$ cat src/rtl/div_unit.sv
// Radix-2 restoring divider for DIV/DIVU: one quotient bit per cycle,
// result {remainder, quotient} held in END until start_i drops.
module div_unit (
  input  logic        clk,
  input  logic        rst,
  input  logic        signed_div_i,
  input  logic [31:0] opdata1_i,
  input  logic [31:0] opdata2_i,
  input  logic        start_i,
  input  logic        annul_i,
  output logic [63:0] result_o,
  output logic        ready_o
);

  // state   | meaning
  // FREE    | idle, waiting for start_i
  // BY_ZERO | divisor was zero, result forced to 0
  // ON      | iterating, one quotient bit per cycle
  // END     | result valid, held while start_i stays high
  localparam logic [1:0] S_FREE    = 2'd0;
  localparam logic [1:0] S_BY_ZERO = 2'd1;
  localparam logic [1:0] S_ON      = 2'd2;
  localparam logic [1:0] S_END     = 2'd3;

  logic [1:0]  state_q, state_d;
  logic [5:0]  cnt_q, cnt_d;
  logic [64:0] w_q, w_d;
  logic [31:0] divisor_q, divisor_d;
  logic        signed_q, signed_d;
  logic        sign1_q, sign1_d;
  logic        sign2_q, sign2_d;
  logic [63:0] result_q, result_d;
  logic        ready_q, ready_d;

  logic [31:0] mag1, mag2, quot, rem;
  logic [33:0] diff;

  always_comb begin
    state_d   = state_q;
    cnt_d     = cnt_q;
    w_d       = w_q;
    divisor_d = divisor_q;
    signed_d  = signed_q;
    sign1_d   = sign1_q;
    sign2_d   = sign2_q;
    result_d  = result_q;
    ready_d   = ready_q;

    mag1 = (signed_div_i && opdata1_i[31]) ? -opdata1_i : opdata1_i;
    mag2 = (signed_div_i && opdata2_i[31]) ? -opdata2_i : opdata2_i;
    // Extra top bit makes the borrow of the 33-bit subtraction visible.
    diff = {1'b0, w_q[64:32]} - {2'b00, divisor_q};
    quot = (signed_q && (sign1_q ^ sign2_q)) ? -w_q[31:0] : w_q[31:0];
    rem  = (signed_q && sign1_q) ? -w_q[64:33] : w_q[64:33];

    case (state_q)
      S_FREE: begin
        ready_d  = 1'b0;
        result_d = 64'd0;
        if (start_i && !annul_i) begin
          if (opdata2_i == 32'd0) begin
            state_d = S_BY_ZERO;
          end else begin
            state_d   = S_ON;
            divisor_d = mag2;
            w_d       = {32'd0, mag1, 1'b0};
            cnt_d     = 6'd0;
            signed_d  = signed_div_i;
            sign1_d   = opdata1_i[31];
            sign2_d   = opdata2_i[31];
          end
        end
      end
      S_BY_ZERO: begin
        state_d  = S_END;
        result_d = 64'd0;
        ready_d  = 1'b1;
      end
      S_ON: begin
        if (annul_i) begin
          state_d = S_FREE;
        end else if (cnt_q == 6'd32) begin
          state_d  = S_END;
          result_d = {rem, quot};
          ready_d  = 1'b1;
        end else begin
          if (diff[33]) w_d = {w_q[63:0], 1'b0};
          else          w_d = {diff[31:0], w_q[31:0], 1'b1};
          cnt_d = cnt_q + 6'd1;
        end
      end
      S_END: begin
        if (!start_i) begin
          state_d  = S_FREE;
          ready_d  = 1'b0;
          result_d = 64'd0;
        end
      end
      default: state_d = S_FREE;
    endcase
  end

  always_ff @(posedge clk) begin
    if (rst) begin
      state_q   <= S_FREE;
      cnt_q     <= 6'd0;
      w_q       <= 65'd0;
      divisor_q <= 32'd0;
      signed_q  <= 1'b0;
      sign1_q   <= 1'b0;
      sign2_q   <= 1'b0;
      result_q  <= 64'd0;
      ready_q   <= 1'b0;
    end else begin
      state_q   <= state_d;
      cnt_q     <= cnt_d;
      w_q       <= w_d;
      divisor_q <= divisor_d;
      signed_q  <= signed_d;
      sign1_q   <= sign1_d;
      sign2_q   <= sign2_d;
      result_q  <= result_d;
      ready_q   <= ready_d;
    end
  end

  assign result_o = result_q;
  assign ready_o  = ready_q;

endmodule

$ cat config.mk
export PLATFORM = sky130hd
export DESIGN_NAME = div_unit
export DESIGN_NICKNAME = d
export VERILOG_FILES = /design/src/rtl/div_unit.sv
export SDC_FILE = /design/constraint.sdc
export NUM_CORES = 1
export LEC_CHECK = 0
export BUFFER_PORTS_ARGS = -buffer_cell sky130_fd_sc_hd__clkbuf_2
export CORE_UTILIZATION = 55
export CTS_CLUSTER_DIAMETER = 60
export DETAILED_ROUTE_END_ITERATION = 10
export HOLD_SLACK_MARGIN = 0.06
export PLACE_DENSITY = 0.86
export SLEW_MARGIN = 20
export SYNTH_ARGS = -nofsm -noshare
export SYNTH_HDL_FRONTEND = slang
export SYNTH_SLANG_ARGS = --single-unit
export TNS_END_PERCENT = 50
$ cat constraint.sdc
create_clock -name clk -period 7.4 [get_ports clk]
set_clock_uncertainty 0.1 [all_clocks]
set_input_delay 1.48 -clock clk [delete_from_list [all_inputs] [get_ports clk]]
set_output_delay 1.48 -clock clk [all_outputs]
set_load 0.005 [all_outputs]
==> run summary <==
Num CTS Buffers -> 17
critical hold path startpoint -> result_o[35]$_SDFFE_PP0P_
worst slew pin tran -> 967.9 ps
Detail Route Antenna Nets -> 0
sequential fraction of the synthesis area -> 30.91%
CTS H-tree depth -> 4
crit-path max FO -> 30
Initial Util -> 56.82%
critical path's slowest cell -> a221o_2
Post-synth EDFFs -> 0
Netlist cell types -> 77
Final setup viols -> 0
Die W -> 144.7 um
Final Net Count -> 1604
Skew-Pair Late Insertion Delay -> 440 ps
CP cell instances -> clkbuf_2, or3_1, nor3b_2, nand4_2, o31ai_4, a221o_2, nor2_1, a222oi_1, nor2_1
pin count of the biggest net entering global routing -> 87
Min Hold Slack -> 359.4 ps
synth-to-layout area growth -> 11.46%
GR Util All Layers -> 28.84%
die area -> 0.02095 sq mm
DR DRC count -> 0
first-pass GRT wire length -> 47.67 mm
core area -> 0.01972 sq mm
Syn Inst Count -> 1414
CTS max path bufs -> 2
initial antenna violation count -> 0
CTS tree -> done
Final Util -> 63.34%
P per Cell Area -> 261.4 mW/mm^2
fin crit share -> 57.63%
Mapped Avg Cell Area -> 7.924 sq um
Hold Buf Count CTS -> 0
Yosys reg bits -> 173
Via Count -> 10800
setup TNS -> 0 ps
Worst Setup SP -> opdata2_i[4]
max_slew headroom -> 34.63%
gpl congestion -> 0.8974
final instance area -> 0.01249 sq mm
Crit Path Class -> in -> reg
Ports -> 134
Fin. Hold Viols -> 0
worst vdd ir -> 0.2131 mV
fmax -> 0.2345 GHz
largest stage delay on the critical path -> 580 ps
CP arrival -> 4450 ps
Slew Viols, Final -> 0
vias in the first global route -> 9277
chip height -> 144.7 um
Leak -> 5.174 nW
status -> completed
dpl cell area -> 0.01190 sq mm
Async SR Flop Fraction -> 0%
RSZ-0062 raised after global routing -> no
largest delay contributor family on the critical path -> simple AND/OR/NAND/NOR gates
Iteration-0 DRC Markers -> 1141
post-cts resize count -> 0
dpl hpwl -> 22.51 mm
layout cells sized above 1 -> 14.63%
DRT Pass-1 Iters -> 5
Critical Path Most Common Cell -> nor2_1
Post-Synthesis Cell Area -> 0.01120 sq mm
WL final -> 30.14 mm
CP Data Required Time -> 7590 ps
syn nets -> 1527
Worst Setup End Kind -> register
FF-to-FF Start -> w_q[52]$_SDFFE_PP0P_
wire length per cell -> 17.04 um
clock slew at reported path FFs -> 70 ps
yosys warns -> 0
Avg Vias per Cell -> 6.104
Port Buf Inserts -> 133
ANT cells -> 0
HP Class -> reg -> reg
buffers and inverters on the worst path -> 1
Setup Buffers After CTS -> 0
CTS Root Cell -> clkbuf_16
Tmin final -> 4264 ps
startpoint types -> input pin
total grt overflow -> 0
Max-Cap Viols -> 0
CTS Sinks -> 173
top_reg_cell synth -> dfxtp_1
cell row count -> 51
## cell families after synthesis
logic type / after synthesis / share of synthesized area (%)
XOR/XNOR: 148 / 11.57
adder cells (fa/ha/maj): 44 / 4.981
AND/OR/NAND/NOR: 491 / 21.65
AO/OA/AOI/OAI: 404 / 24.36
multiplexers: 12 / 1.072
flip-flops: 173 / 30.91
buffers and inverters: 142 / 5.461
## synthesized netlist by cell type, types with 4 or more instances
| cell | count | share of area [%] |
|---|---|---|
| a211oi_1 | 30 | 2.0 |
| a21o_1 | 14 | 0.94 |
| a21oi_1 | 102 | 4.6 |
| a222oi_1 | 7 | 0.63 |
| a22o_1 | 17 | 1.3 |
| a22oi_1 | 45 | 3.0 |
| a311oi_1 | 4 | 0.31 |
| a31oi_1 | 19 | 1.1 |
| a32oi_1 | 15 | 1.2 |
| and2_1 | 8 | 0.45 |
| and3_1 | 8 | 0.45 |
| buf_2 | 15 | 0.67 |
| buf_4 | 4 | 0.27 |
| buf_6 | 6 | 0.60 |
| clkbuf_1 | 59 | 2.0 |
| dfxtp_1 | 173 | 31 |
| ha_1 | 43 | 4.8 |
| inv_1 | 58 | 1.9 |
| mux2i_1 | 12 | 1.1 |
| nand2_1 | 142 | 4.8 |
| nand2b_1 | 12 | 0.67 |
| nand3_1 | 43 | 1.9 |
| nand3_2 | 7 | 0.63 |
| nand4_1 | 10 | 0.56 |
| nor2_1 | 164 | 5.5 |
| nor2b_1 | 8 | 0.45 |
| nor3_1 | 25 | 1.1 |
| nor4_1 | 12 | 0.67 |
| o211ai_1 | 4 | 0.27 |
| o21a_1 | 4 | 0.27 |
| o21ai_0 | 72 | 3.2 |
| o21ai_1 | 13 | 0.58 |
| o31ai_1 | 14 | 0.94 |
| o41ai_1 | 10 | 0.78 |
| o41ai_2 | 4 | 0.58 |
| or3_1 | 13 | 0.73 |
| or4_1 | 8 | 0.54 |
| or4_4 | 5 | 0.50 |
| xnor2_1 | 80 | 6.3 |
| xor2_1 | 68 | 5.3 |
## metal layers
metal  share of wire (%)  vias up  wire [um]  global-route usage (%)
met2                  43      503      12870                   41.50
met5                   0        -          0                       0
met3                 9.4       32       2844                   4.804
met4                 1.2        0        350                   6.925
li1                    -     5235          -                       -
met1                  47     5028      14070                   44.05
## worst register-to-register path, cell delays in order (launching register included)
cell and delay (ps):
dfxtp_1 580, ha_1 400, a21oi_1 310, o21ai_1 140, a311oi_1 400, nand3_1 140
o21ai_2 340, a41o_1 840, a32oi_1 220, o21ai_1 120
## power breakdown
group,internal (mW),leakage (nW),switching (mW)
clock,0.489,0.285,0.413
combinational,0.424,3.49,0.804
sequential,1.03,1.40,0.109
## final timing paths
kind / endpoint / slack (ps) / cells past startpoint
max reg2reg: w_q[61]$_SDFFE_PP0P_ / 3740 / 9
min: result_o[35]$_SDFFE_PP0P_ / 360 / 2
min reg2reg: result_o[35]$_SDFFE_PP0P_ / 360 / 2
max: w_q[7]$_SDFFE_PP0P_ / 3140 / 9
## stage by stage
| stage | power (mW) | setup slack (ps) | instances |
|---|---|---|---|
| 5_1_grt | 3.444 | 2949 | 1769 |
| 3_5_place_dp | 2.346 | 2793 | 1737 |
| 3_3_place_gp | 2.320 | 2857 | 1737 |
| 4_1_cts | 3.243 | 3239 | 1769 |
| 2_1_floorplan | 2.071 | 3770 | 1414 |
| 6_report | 3.265 | 3136 | 1769 |
## layout by cell type (no fill, tap or decap), drive strengths merged, types with 9 or more instances in the layout
cell type and n:
nor3 27, nor2b 9, dfxtp 173, a21o 14, a31oi 19, xnor2 80, o41ai 14, xor2 68
ha 43, a211oi 30, a21oi 103, a32oi 15, mux2i 12, o31ai 16, clkbuf 151, or4 13
nand3 50, o21ai 86, buf 10, a22o 17, nor4 17, a22oi 45, inv 67, or3 13
nand4 11, nand2b 12, nor2 167, nand2 146
## area by class of cell
class                           instances  area [sq um]
Clock buffer                           19         442.9
Timing Repair Buffer                  142         735.7
Multi-Input combinational cell       1099          7152
Inverter                               58         217.7
Tap cell                              265         331.6
Clock inverter                         13         145.1
Sequential cell                       173          3463
Fill cell                            1678          7229
## flip-flops by register name (all words and copies together), names as in the netlist
register / count
cnt_q: 6
w_q: 65
sign2_q: 1
sign1_q: 1
signed_q: 1
ready_o: 1
result_o: 64
state_q: 2
divisor_q: 32
Note: power is estimated with default switching activity, not from simulation.
